$ cat src/rtl/nmcu_instr_sched_pkg.sv
// Shared types for the NMCU instruction scheduler: the instruction word
// coming over the CPU link, the response word going back, and the constants
// both sides agree on.
package nmcu_instr_sched_pkg;

  localparam int ADDR_WIDTH = 32;
  localparam int DATA_WIDTH = 32;
  localparam int LEN_WIDTH  = 16;

  typedef enum logic [3:0] {
    OP_NOP   = 4'h0,
    OP_LOAD  = 4'h1,
    OP_STORE = 4'h2,
    OP_MAC   = 4'h3,
    OP_HALT  = 4'h4
  } opcode_t;

  typedef struct packed {
    opcode_t                opcode;
    logic [ADDR_WIDTH-1:0]  addr_a;
    logic [ADDR_WIDTH-1:0]  addr_b;
    logic [ADDR_WIDTH-1:0]  addr_c;
    logic [DATA_WIDTH-1:0]  data;
    logic [LEN_WIDTH-1:0]   len;
  } instruction_t;

  typedef enum logic [1:0] {
    RESP_OK   = 2'd0,
    RESP_ERR  = 2'd1,
    RESP_BUSY = 2'd2
  } resp_status_t;

  typedef struct packed {
    logic                   valid;
    resp_status_t           status;
    logic [DATA_WIDTH-1:0]  data;
  } nmcu_cpu_resp_t;

  // Marker returned in the data field when a sub-unit never answered.
  localparam logic [DATA_WIDTH-1:0] TIMEOUT_DATA = DATA_WIDTH'(32'hDEAD_0001);

  // LOAD and STORE both go to the memory access unit.
  function automatic logic is_mem_op(input opcode_t op);
    return (op == OP_LOAD) || (op == OP_STORE);
  endfunction

endpackage

$ cat src/rtl/nmcu_sync_fifo.sv
// Single-clock FIFO with full/empty/count status. A push while full is
// accepted only when a pop happens in the same cycle. i_clr empties the
// FIFO in one cycle and takes priority over push and pop.
module nmcu_sync_fifo #(
  parameter int DATA_W = 8,
  parameter int DEPTH  = 4
) (
  input  logic                     i_clk,
  input  logic                     i_rst,
  input  logic                     i_clr,
  input  logic                     i_push,
  input  logic [DATA_W-1:0]        i_wdata,
  input  logic                     i_pop,
  output logic [DATA_W-1:0]        o_rdata,
  output logic                     o_full,
  output logic                     o_empty,
  output logic [$clog2(DEPTH):0]   o_count
);

  localparam int AW = $clog2(DEPTH);

  logic [DATA_W-1:0] r_mem [DEPTH];
  logic [AW-1:0]     r_wr_ptr;
  logic [AW-1:0]     r_rd_ptr;
  logic [AW:0]       r_count;
  logic              w_do_push;
  logic              w_do_pop;

  assign o_full    = (r_count == (AW+1)'(DEPTH));
  assign o_empty   = (r_count == '0);
  assign o_count   = r_count;
  assign o_rdata   = r_mem[r_rd_ptr];
  assign w_do_push = i_push && (!o_full || i_pop);
  assign w_do_pop  = i_pop && !o_empty;

  // Pointer and occupancy bookkeeping.
  always_ff @(posedge i_clk) begin
    if (i_rst || i_clr) begin
      r_wr_ptr <= '0;
      r_rd_ptr <= '0;
      r_count  <= '0;
    end else begin
      if (w_do_push) r_wr_ptr <= r_wr_ptr + AW'(1);
      if (w_do_pop)  r_rd_ptr <= r_rd_ptr + AW'(1);
      case ({w_do_push, w_do_pop})
        2'b10:   r_count <= r_count + (AW+1)'(1);
        2'b01:   r_count <= r_count - (AW+1)'(1);
        default: r_count <= r_count;
      endcase
    end
  end

  // Storage array; contents are don't-care until written.
  always_ff @(posedge i_clk) begin
    if (w_do_push) r_mem[r_wr_ptr] <= i_wdata;
  end

endmodule

$ cat src/rtl/nmcu_instr_sched.sv
// NMCU instruction scheduler. Buffers CPU instructions, executes them one
// at a time in order (memory ops to the memory access unit, MAC to the MAC
// engine), supervises each sub-unit with a timeout and returns exactly one
// response per accepted instruction. After HALT it only answers BUSY.
module nmcu_instr_sched
  import nmcu_instr_sched_pkg::*;
#(
  parameter int FIFO_DEPTH     = 4,
  parameter int TIMEOUT_CYCLES = 1024
) (
  input  logic                   clk,
  input  logic                   rst,
  input  logic                   instr_valid,
  output logic                   instr_ready,
  input  instruction_t           instr,
  output nmcu_cpu_resp_t         resp,
  output logic                   mem_req_valid,
  input  logic                   mem_req_ready,
  output logic                   mem_req_write,
  output logic [ADDR_WIDTH-1:0]  mem_req_addr,
  output logic [DATA_WIDTH-1:0]  mem_req_wdata,
  output logic [LEN_WIDTH-1:0]   mem_req_len,
  input  logic                   mem_done,
  input  logic                   mem_err,
  input  logic [DATA_WIDTH-1:0]  mem_rdata,
  output logic                   mem_abort,
  output logic                   mac_start,
  input  logic                   mac_ready,
  output logic [ADDR_WIDTH-1:0]  mac_addr_a,
  output logic [ADDR_WIDTH-1:0]  mac_addr_b,
  output logic [ADDR_WIDTH-1:0]  mac_addr_c,
  output logic [DATA_WIDTH-1:0]  mac_cfg,
  output logic [LEN_WIDTH-1:0]   mac_len,
  input  logic                   mac_done,
  input  logic                   mac_err,
  output logic                   mac_abort,
  output logic                   busy,
  output logic                   halted
);

  localparam int CNT_W = $clog2(FIFO_DEPTH) + 1;
  localparam int TMO_W = $clog2(TIMEOUT_CYCLES) + 1;
  localparam logic [TMO_W-1:0] TMO_LAST = TMO_W'(TIMEOUT_CYCLES - 1);

  typedef enum logic [2:0] {
    S_IDLE,
    S_DECODE,
    S_ISSUE_MEM,
    S_WAIT_MEM,
    S_ISSUE_MAC,
    S_WAIT_MAC,
    S_RESP,
    S_HALTED
  } sched_state_t;

  sched_state_t           r_state;
  sched_state_t           w_state_nxt;
  instruction_t           r_cur;
  instruction_t           w_head;
  logic [TMO_W-1:0]       r_tmo;
  resp_status_t           r_status;
  resp_status_t           w_status_nxt;
  logic [DATA_WIDTH-1:0]  r_data;
  logic [DATA_WIDTH-1:0]  w_data_nxt;
  logic                   r_busy_pend;
  logic                   w_full;
  logic                   w_empty;
  logic [CNT_W-1:0]       w_count;
  logic                   w_push;
  logic                   w_pop;
  logic                   w_flush;
  logic                   w_tmo_hit;
  logic                   w_tmo_clr;
  logic                   w_set_resp;
  logic                   w_mem_to;
  logic                   w_mac_to;

  // Once halted nothing is buffered: new words are answered BUSY directly.
  assign w_push    = instr_valid && instr_ready && (r_state != S_HALTED);
  assign w_flush   = (r_state == S_HALTED);
  assign w_tmo_hit = (r_tmo == TMO_LAST);

  // A handshake or done arriving on the last allowed cycle beats the timeout.
  assign w_mem_to = w_tmo_hit &&
                    (((r_state == S_ISSUE_MEM) && !mem_req_ready) ||
                     ((r_state == S_WAIT_MEM)  && !mem_done));
  assign w_mac_to = w_tmo_hit &&
                    (((r_state == S_ISSUE_MAC) && !mac_ready) ||
                     ((r_state == S_WAIT_MAC)  && !mac_done));

  nmcu_sync_fifo #(
    .DATA_W ($bits(instruction_t)),
    .DEPTH  (FIFO_DEPTH)
  ) u_instr_fifo (
    .i_clk   (clk),
    .i_rst   (rst),
    .i_clr   (w_flush),
    .i_push  (w_push),
    .i_wdata (instr),
    .i_pop   (w_pop),
    .o_rdata (w_head),
    .o_full  (w_full),
    .o_empty (w_empty),
    .o_count (w_count)
  );

  // State register.
  always_ff @(posedge clk) begin
    if (rst) r_state <= S_IDLE;
    else     r_state <= w_state_nxt;
  end

  // Next-state logic, plus the response contents captured on entry to RESP.
  always_comb begin
    w_state_nxt  = r_state;
    w_pop        = 1'b0;
    w_tmo_clr    = 1'b1;
    w_set_resp   = 1'b0;
    w_status_nxt = RESP_OK;
    w_data_nxt   = '0;
    case (r_state)
      S_IDLE: begin
        if (!w_empty) begin
          w_pop       = 1'b1;
          w_state_nxt = S_DECODE;
        end
      end
      S_DECODE: begin
        case (r_cur.opcode)
          OP_NOP, OP_HALT: w_set_resp = 1'b1;
          OP_LOAD, OP_STORE: w_state_nxt = S_ISSUE_MEM;
          OP_MAC:          w_state_nxt = S_ISSUE_MAC;
          default: begin
            w_set_resp   = 1'b1;
            w_status_nxt = RESP_ERR;
          end
        endcase
      end
      S_ISSUE_MEM: begin
        if (mem_req_ready) begin
          w_state_nxt = S_WAIT_MEM;
        end else if (w_mem_to) begin
          w_set_resp   = 1'b1;
          w_status_nxt = RESP_ERR;
          w_data_nxt   = TIMEOUT_DATA;
        end else begin
          w_tmo_clr = 1'b0;
        end
      end
      S_WAIT_MEM: begin
        if (mem_done) begin
          w_set_resp = 1'b1;
          if (mem_err) begin
            w_status_nxt = RESP_ERR;
          end else if (r_cur.opcode == OP_LOAD) begin
            w_data_nxt = mem_rdata;
          end
        end else if (w_mem_to) begin
          w_set_resp   = 1'b1;
          w_status_nxt = RESP_ERR;
          w_data_nxt   = TIMEOUT_DATA;
        end else begin
          w_tmo_clr = 1'b0;
        end
      end
      S_ISSUE_MAC: begin
        if (mac_ready) begin
          w_state_nxt = S_WAIT_MAC;
        end else if (w_mac_to) begin
          w_set_resp   = 1'b1;
          w_status_nxt = RESP_ERR;
          w_data_nxt   = TIMEOUT_DATA;
        end else begin
          w_tmo_clr = 1'b0;
        end
      end
      S_WAIT_MAC: begin
        if (mac_done) begin
          w_set_resp = 1'b1;
          if (mac_err) w_status_nxt = RESP_ERR;
        end else if (w_mac_to) begin
          w_set_resp   = 1'b1;
          w_status_nxt = RESP_ERR;
          w_data_nxt   = TIMEOUT_DATA;
        end else begin
          w_tmo_clr = 1'b0;
        end
      end
      S_RESP: begin
        w_state_nxt = (r_cur.opcode == OP_HALT) ? S_HALTED : S_IDLE;
      end
      S_HALTED: w_state_nxt = S_HALTED;
      default:  w_state_nxt = S_IDLE;
    endcase
    if (w_set_resp) w_state_nxt = S_RESP;
  end

  // Timeout counter and the pending BUSY answer while halted.
  always_ff @(posedge clk) begin
    if (rst) begin
      r_tmo       <= '0;
      r_busy_pend <= 1'b0;
    end else begin
      r_tmo       <= w_tmo_clr ? '0 : r_tmo + TMO_W'(1);
      r_busy_pend <= (r_state == S_HALTED) && instr_valid;
    end
  end

  // Current instruction and response payload; only read in states that own them.
  always_ff @(posedge clk) begin
    if (w_pop) r_cur <= w_head;
    if (w_set_resp) begin
      r_status <= w_status_nxt;
      r_data   <= w_data_nxt;
    end
  end

  // Outputs decoded from the current state; request fields are zero outside ISSUE.
  always_comb begin
    instr_ready   = (r_state == S_HALTED) ? 1'b1 : !w_full;
    resp          = '0;
    mem_req_valid = 1'b0;
    mem_req_write = 1'b0;
    mem_req_addr  = '0;
    mem_req_wdata = '0;
    mem_req_len   = '0;
    mac_start     = 1'b0;
    mac_addr_a    = '0;
    mac_addr_b    = '0;
    mac_addr_c    = '0;
    mac_cfg       = '0;
    mac_len       = '0;
    case (r_state)
      S_ISSUE_MEM: begin
        mem_req_valid = 1'b1;
        mem_req_write = (r_cur.opcode == OP_STORE);
        mem_req_addr  = r_cur.addr_a;
        mem_req_wdata = r_cur.data;
        mem_req_len   = r_cur.len;
      end
      S_ISSUE_MAC: begin
        mac_start  = 1'b1;
        mac_addr_a = r_cur.addr_a;
        mac_addr_b = r_cur.addr_b;
        mac_addr_c = r_cur.addr_c;
        mac_cfg    = r_cur.data;
        mac_len    = r_cur.len;
      end
      S_RESP: begin
        if (!rst) begin
          resp.valid  = 1'b1;
          resp.status = r_status;
          resp.data   = r_data;
        end
      end
      S_HALTED: begin
        if (!rst && r_busy_pend) begin
          resp.valid  = 1'b1;
          resp.status = RESP_BUSY;
        end
      end
      default: ;
    endcase
    // A reset mid-operation resets the sub-units too, so no abort is sent.
    mem_abort = w_mem_to && !rst;
    mac_abort = w_mac_to && !rst;
    busy      = (r_state != S_IDLE) || (w_count != '0);
    halted    = (r_state == S_HALTED);
  end

endmodule

$ cat config.mk
export PLATFORM = sky130hd
export DESIGN_NAME = nmcu_instr_sched
export DESIGN_NICKNAME = d
export VERILOG_FILES = /design/src/rtl/nmcu_instr_sched_pkg.sv /design/src/rtl/nmcu_sync_fifo.sv /design/src/rtl/nmcu_instr_sched.sv
export SDC_FILE = /design/constraint.sdc
export NUM_CORES = 1
export LEC_CHECK = 0
export BUFFER_PORTS_ARGS = -buffer_cell sky130_fd_sc_hd__buf_2
export CORE_ASPECT_RATIO = 1.5
export CORE_UTILIZATION = 25
export CTS_CLUSTER_SIZE = 40
export DETAILED_ROUTE_END_ITERATION = 7
export SYNTH_ARGS = -nofsm -noshare
export SYNTH_HDL_FRONTEND = slang
export SYNTH_SLANG_ARGS = --single-unit
export TNS_END_PERCENT = 100
$ cat constraint.sdc
create_clock -name clk -period 23.5 [get_ports clk]
set_input_delay 4.7 -clock clk [delete_from_list [all_inputs] [get_ports clk]]
set_output_delay 4.7 -clock clk [all_outputs]
set_load 0.01 [all_outputs]
[Yosys cells after proc, flatten, opt, wreduce, memory -nomap -nowiden]
Memories as Yosys holds them, arrays and structs flattened. A register that Yosys moved wholly into a read port is not among the register bits.
Cells that the tools add are included.
Operators by class
  eq/ne operators: 24
  $lt $le $gt $ge: 0
  add/subtract/negate cells: 5
  multiply operators: 0
  bitwise operators: 0
  shift-type cells: 0
  reductions and logical operators: 41
  multiplexer cells: 58
  divide/modulo/power cells: 0
Operators with widths (number)
  $mux 32: 15
  $pmux 32 s4: 1
  $mux 35: 1
  $mux 16: 2
  $mux 1: 24
  $mux 3: 6
  $pmux 3 s2: 3
  $pmux 3 s6: 1
  $eq 3x3->1 const B: 5
  $ne 3x3->1 const B: 5
  $logic_and 1x1->1: 14
  $add 11x1->11 const B: 1
  $eq 11x10->1 const B: 1
  $pmux 2 s5: 1
  $reduce_and 5->1: 2
  $eq 4x2->1 const B: 2
  $logic_not 1->1: 7
  $reduce_bool 7->1: 1
  $eq 3x2->1 const B: 2
  $logic_not 3->1: 2
  $ne 2x2->1 const B: 3
  $reduce_bool 3->1: 2
  $reduce_bool 6->1: 1
  $reduce_or 2->1: 3
  other kinds (17): 23
Word-level totals
  output and inout port bits: 267
  logic and storage cells: 138
  bits in writable memories: 592
  bits in latches: 0
  bits in read-only memories: 0
  register bits: 56
  bits of input ports: 189
  memories kept: 1
Memory list
  u_instr_fifo.r_mem: words 4, width 148, rd ports 1, clocked after Yosys merged registers in 1, wr ports 1, RTL line nmcu_sync_fifo.sv:22  | logic [DATA_W-1:0] r_mem [DEPTH];

[Logic depth before layout (Yosys ltp)]
Gate-level depths: netlist of the first run.
  depth after elaboration: 9
  gate-level depth with buffers: 11
  gate-level depth less buffers: 11

[By module]
A second synthesis of the first run with hierarchy kept.
Second synthesis, totals
  cells, all modules: 1512
  area total of the unflattened synthesis: 30463.0 µm²
By module, submodules not included
  nmcu_sync_fifo: area each 21784.6 µm², cells each 829, instances 1
  nmcu_instr_sched: area each 8678.3 µm², cells each 683, instances 1

[Worst setup path before layout of the first run]
OpenSTA, ideal clock, no wires.
  path kind: reg2reg
  from: register r_state[1]
  to: register u_instr_fifo.r_count[2], in the netlist u_instr_fifo.o_count[2]
  stages on the path, launching flop included: 9
  setup time: 70 ps
  path slack: 5700 ps
  required time: 23430 ps
  arrival: 17729 ps
  buffers on the path: 1
  cell sequence: dfxtp_1 buf_2 nor4_1 ha_1 inv_1 fa_1 xor2_1 or3_1 a21oi_1
RTL lines
  from (decl): RTL line nmcu_instr_sched.sv:56  | sched_state_t r_state;
  from (signal assigned): RTL line nmcu_instr_sched.sv:110  | else r_state <= w_state_nxt;
  $logic_not 3->1 (*): RTL line nmcu_instr_sched.sv:121  | case (r_state)
  $mux 1 (*): RTL line nmcu_instr_sched.sv:121
  net u_instr_fifo.i_pop: RTL line nmcu_sync_fifo.sv:13  | input logic i_pop,
  $logic_or 1x1->1: RTL line nmcu_sync_fifo.sv:33  | assign w_do_push = i_push && (!o_full || i_pop);
  $logic_and 1x1->1: RTL line nmcu_sync_fifo.sv:33
  $eq 2x1->1 / $eq 2x2->1 (equally long branches): RTL line nmcu_sync_fifo.sv:45  | case ({w_do_push, w_do_pop})
  $pmux 3 s2 / $reduce_bool 2->1 (equally long branches)
  to (signal assigned): RTL line nmcu_sync_fifo.sv:46  | 2'b10: r_count <= r_count + (AW+1)'(1);
  to (signal assigned): RTL line nmcu_sync_fifo.sv:47  | 2'b01: r_count <= r_count - (AW+1)'(1);
  to (signal assigned): RTL line nmcu_sync_fifo.sv:48  | default: r_count <= r_count;
  to (decl): RTL line nmcu_sync_fifo.sv:25  | logic [AW:0] r_count;
The timed path passes the listed nets; every way through them passes the cells marked *.
A chain may end at the register's enable or synchronous reset.

==> key figures, run 1 <==
Status
  – Status: complete, but fails checks
  – Failing checks: design-rule violations

Route
  – Pre-antenna DRT Iters: 7
  – Drt wl/cell: 19.0 um
  – Drc violations: 4
  – 1st-iter DRT viols: 927
  – Routed via count: 15.2k
  – Antenna-violating nets left: 0
  – Routed wire length: 69000 um
  – Vias per inst: 4.18

STA
  – F_max: 0.0957 GHz
  – Final hold vios: 0
  – Post-layout min period: 10.44 ns
  – Actual slew at the worst max-slew pin: 1.05 ns
  – RSZ-0062 raised after global routing: no
  – Setup_tns: 0 ns
  – Skew final: 0.0247 ns
  – Fin. max-slew vios: 0
  – Slew margin rel.: 29.8%
  – Period Utilization, post-route: 44.4%
  – Final setup viols: 0
  – Final WS setup: 13.06 ns

Setup path
  – Worst-path fanout max: 34
  – Worst reg2reg path depth: 6
  – Arr. time, crit path: 5.74 ns
  – Worst path required time: 18.80 ns
  – Crit path kind: primary input to primary output
  – Startpoint types: primary input
  – Kind of end point of the critical path: primary output

Clocking
  – CTS tree: yes
  – Clock Root Buffer: clkbuf_16
  – Clk_lat worst skew: 0.67 ns
  – CTS sink count: 795
  – Post-CTS Hold Fix Bufs: 0
  – Clk slew on worst S/H paths: 0.06 ns
  – Maximum root-to-sink buffer count: 3
  – Setup bufs post-CTS: 0
  – H-tree depth: 3
  – CTS resizes: 0
  – Num CTS Buffers: 81

Final layout
  – Fillers: 11.8k
  – Final #Nets: 2178
  – Share of cells above drive strength 1: 37.0%
  – Area growth from synthesis to layout: 22.0%

Worst hold path
  – Worst min path class: flip-flop to flip-flop
  – WHS Path Cells: 1

Place
  – Final HPWL DP: 43700 um
  – Final GP Congestion: 0.839
  – Port buffer count: 455
  – Place WS: 13.01 ns

Synth
  – Mapped cell area: 30300 um2
  – Ys async rst share: 0%
  – Syn avg cell area: 20.3 um2
  – Ys flop type: edfxtp_1
  – Count leader, synth: edfxtp_1
  – Yosys reg bits: 795
  – Top cells by area, synth: edfxtp_1, mux4_2, and2_1
  – Synth Net Count: 1692
  – Commonest cells in the synthesized netlist: edfxtp_1, and2_1, mux4_2
  – Synth Instances: 1494
  – Post-synth cell types: 51
  – Yosys warning count: 0
  – Number of synthesized flops with an enable pin: 773
  – Seq/Total Area, Yosys: 78.2%
  – Top-area cell type share of the netlist area: 76.7%
  – Synth area leader: edfxtp_1

Global routing
  – Vias in the first global route: 15.8k
  – First-pass GRT wire length: 101000 um
  – GRT Total Usage: 11.2%
  – Initial antenna violation count: 28
  – Largest net degree at the start of global routing: 106
  – Overflow after GRT: 0

Floorplanning
  – Core Area: 120000 um2
  – Row count: 156
  – Initial core utilization: 25.2%
  – Die W: 286 um
  – Full die area: 122000 um2
  – Die Ht: 428 um
  – Ports: 456

Pwr
  – Max IR drop VDD: 0.121 mV
  – Cell Pwr Density: 110 nW/um2
  – Leakage power: 12.9 nW

Job
  – Max-Cap Viols: 0
-- final timing paths --
path,from,to,slack (ns)
worst max-delay path,rst,resp[34],13.06
worst min register to register,r_tmo[0],r_tmo[0],0.45
worst max register to register,r_state[0],u_instr_fifo.r_mem[3][97],20.01
worst min-delay path,r_tmo[0],r_tmo[0],0.45
-- stage by stage --
stage,hold WS (ns),total power [W],utilization (%),area [um2],cells
5_1_grt,0.495,0.00425,30.7,36900,3624
3_5_place_dp,0.442,0.00291,28.6,34400,3477
2_1_floorplan,0.417,0.00262,-,30300,1494
4_1_cts,0.456,0.00415,30.7,36900,3621
6_report,0.449,0.00406,30.7,36900,3626
3_3_place_gp,0.431,0.00289,28.6,34400,3477
-- metal layers --
metal  GRT usage [%]  share of wire, %
met4            4.87               2.9
met1            12.4                38
met5               0              0.28
met3            3.87               7.9
met2            19.3                51
-- layout make-up --
class                      count  area [um2]  area share, %
clock buffer                 103        2160           5.85
tap                         1580        1980           5.35
antenna                        5        12.5         0.0339
sequential                   795       23700           64.1
clock inverter                41         317          0.857
multi-input combinational    608        6270           17.0
inverter                      15        56.3          0.152
timing repair buffer         479        2480           6.72
-- state kept, by name (all words and copies together) (netlist names) --
| signal | count |
|---|---|
| r_tmo | 11 |
| r_state | 3 |
| u_instr_fifo.r_wr_ptr | 2 |
| r_status | 1 |
| u_instr_fifo.o_count | 3 |
| r_cur | 148 |
| r_data | 32 |
| r_busy_pend | 1 |
| u_instr_fifo.r_rd_ptr | 2 |
| u_instr_fifo.r_mem | 592 |
-- cell usage in the layout (no fill, tap or decap), types with 9 or more instances in the layout --
cell / netlist / layout
buf_2: 17 / 455
mux4_2: 148 / 148
o21a_1: 15 / 15
buf_4: 0 / 22
clkbuf_16: 0 / 83
clkinv_2: 0 / 11
clkbuf_1: 50 / 19
dfxtp_1: 22 / 20
a21oi_1: 21 / 21
clkinv_1: 0 / 14
and2_1: 279 / 275
nand3_1: 9 / 9
nand2_1: 24 / 24
edfxtp_1: 773 / 773
nor2_1: 28 / 27
inv_1: 15 / 15
-- power by group --
part	total [W]	internal [W]	switching, W
sequential	0.00203	0.00192	0.000115
combinational	0.000801	0.000308	0.000493
clock	0.00122	0.000678	0.000542
-- cells by family after synthesis --
kind of cell,Yosys count,synth area share (%)
multiplexers,149,11.1
AND/OR/NAND/NOR,377,7.42
flip-flops,795,78.2
AO/OA/AOI/OAI,59,1.32
adder cells (fa/ha/maj),9,0.397
XOR/XNOR,14,0.405
buffers and inverters,91,1.25
-- critical path: stages --
cell and delay, ns:
buf_2 0.18, nor3_2 0.17, buf_4 0.29, nor2_1 0.06, nor2_1 0.17, buf_2 0.17
Note: power is estimated with default switching activity, not from simulation.
==> inputs of run 2 (changes only) <==
- clock period: 23.5 -> 9.4 ns (I/O delays scaled with it)
==> run 2 against run 1 <==
The flow still finishes with violations (design-rule violations). Largest power group unchanged. Critical endpoint is now mac_addr_b[24]. Critical path type is now flip-flop to primary output. Critical path depth decreased by 1. Register-to-register slack got worse by 14 ns. Global-route usage is 0.28 points higher. Highest routed layer unchanged.
==> key figures, run 2 (synthesis gave the netlist of run 1 again) <==
Place
  – Area post-placement: 34500 um2 (about the same)
  – Final HPWL DP: 44100 um (+0.72%)
  – Place WS: 4.48 ns (-8.52 ns)
  – Port buffer count: 455 (unchanged)
  – Final GP Congestion: 0.843 (+0.51%)

Clocking
  – Num CTS Buffers: 79 (-2.5%)
  – H-tree depth: 3 (unchanged)
  – Setup bufs post-CTS: 0 (unchanged)
  – Clock Root Buffer: clkbuf_16
  – CTS sink count: 795 (unchanged)
  – CTS resizes: 0 (unchanged)
  – Clk slew on worst S/H paths: 0.06 ns (about the same)
  – Clk_lat worst skew: 0.66 ns (about the same)
  – Post-CTS Hold Fix Bufs: 0 (unchanged)
  – CTS tree: yes
  – Maximum root-to-sink buffer count: 3 (unchanged)

STA
  – Final WS setup: 3.90 ns (-9.16 ns)
  – Slew margin rel.: 35.3% (+5.5 points)
  – Final hold vios: 0 (unchanged)
  – F_max: 0.182 GHz
  – Fin. max-slew vios: 0 (unchanged)
  – Final setup viols: 0 (unchanged)
  – Period Utilization, post-route: 58.5%
  – Setup_tns: 0 ns (unchanged)
  – Actual slew at the worst max-slew pin: 0.970 ns (-0.0829 ns)
  – Skew final: 0.0198 ns (-0.00483 ns)
  – RSZ-0062 raised after global routing: no
  – Final hold slack: 0.447 ns (-0.00206 ns)
  – Post-layout min period: 5.50 ns

Pwr
  – Total power: 0.0103 W (+150%)
  – Leakage power: 12.9 nW (about the same)
  – Max IR drop VDD: 0.191 mV (+59%)
  – Cell Pwr Density: 278 nW/um2 (+150%)

Floorplanning
  – Initial core utilization: 25.2% (unchanged)
  – Ports: 456 (unchanged)
  – Core Area: 120000 um2 (unchanged)
  – Full die area: 122000 um2 (unchanged)
  – Die Ht: 428 um (unchanged)
  – Die W: 286 um (unchanged)
  – Row count: 156 (unchanged)

Route
  – Pre-antenna DRT Iters: 6 (-1)
  – Drt wl/cell: 19.5 um (+2.2%)
  – Routed via count: 15.2k (+0.39%)
  – Routed wire length: 70400 um (+2.0%)
  – Drc violations: 4 (unchanged)
  – Antenna-violating nets left: 0 (unchanged)
  – Vias per inst: 4.21 (+0.61%)
  – 1st-iter DRT viols: 767 (-17%)

Final layout
  – Final instance area: 37000 um2 (+0.20%)
  – Area occupied by multi-input gates: 6280 um2 (+0.14%)
  – Most frequent cells in the layout: edfxtp_1, buf_2, and2_1
  – Final #Nets: 2172 (-0.28%)
  – Register area: 23700 um2 (unchanged)
  – Share of cells above drive strength 1: 36.7% (-0.28 points)
  – Fillers: 11.8k (+0.042%)
  – Commonest non-fill, non-tap cell in the layout: edfxtp_1
  – Area growth from synthesis to layout: 22.3%
  – Biggest regs: u_instr_fifo.r_mem: 592 flops, r_cur: 148 flops, r_data: 32 flops
  – Largest register FFs: 592 (unchanged)
  – Biggest register: u_instr_fifo.r_mem

Global routing
  – Initial antenna violation count: 29 (+3.6%)
  – Overflow after GRT: 0 (unchanged)
  – GRT Total Usage: 11.5% (+0.28 points)
  – First-pass GRT wire length: 103000 um (+2.2%)
  – Largest net degree at the start of global routing: 109 (+2.8%)
  – Vias in the first global route: 15.8k (-0.032%)

Status
  – Failing checks: design-rule violations
  – Status: complete, but fails checks

Worst hold path
  – Worst min path class: flip-flop to flip-flop

Setup path
  – Kind of end point of the critical path: primary output
  – Startpoint types: flip-flop
  – Worst-path fanout max: 97 (+190%)
  – Worst path required time: 7.52 ns (-11.28 ns)
  – Crit path kind: flip-flop to primary output
  – Arr. time, crit path: 3.62 ns (-2.12 ns)

Job
  – Max-Cap Viols: 0 (unchanged)
==> run 2: changes by cell type in the layout (fill, tap and decap cells not counted), moves of 3 or more <==
cell       change
buf_4          -7
buf_12         +3
clkinv_2       -5
bufinv_16      +4
==> run 2: worst paths after layout <==
path	startpoint	end	slack (ns)	cells past startpoint
worst max-delay path	r_state[2]	mac_addr_b[24]	3.90	5
worst min-delay path	r_tmo[0]	r_tmo[0]	0.45	1
worst max register to register	r_state[0]	u_instr_fifo.r_mem[3][89]	5.98	6
worst min register to register	r_tmo[0]	r_tmo[0]	0.45	1
==> run 2: power by group <==
group	switching, W	total, W	internal [W]
Sequential	0.000343	0.00515	0.00480
Combinational	0.00122	0.00200	0.000774
Clock	0.00132	0.00313	0.00180
Total	0.00289	0.0103	0.00738
==> run 2: critical path: stages, from the launching register on <==
cell	delay, ns
dfxtp_1	0.69
nand2b_1	0.25
nor2_4	0.76
buf_4	0.80
and2_1	0.23
buf_2	0.13
==> run 2: stage by stage <==
step / std cells / util [%]
after floorplan: 1494 / -
after global placement: 3473 / 28.7
after detailed placement: 3473 / 28.7
after CTS: 3612 / 30.8
after global routing: 3614 / 30.8
final: 3618 / 30.8
==> run 2: layout make-up <==
cell class / instances / share of cell area, %
Clock inverter: 35 / 0.940
Antenna cell: 6 / 0.0406
Inverter: 15 / 0.152
Timing Repair Buffer: 475 / 6.73
Clock buffer: 104 / 5.91
Multi-Input combinational cell: 608 / 17.0
Sequential cell: 795 / 63.9
Tap cell: 1580 / 5.34
==> run 2: per-layer routing <==
metal  routed length (um)  part of all wire, %  vias up  GRT usage [%]
li1                     -                    -     6819              -
met1                27300                   39     7723           13.0
met2                35500                   50      506           19.6
met3                 5040                  7.2      141           3.56
met4                 2420                  3.4       26           5.17
met5                  161                 0.23        -              0
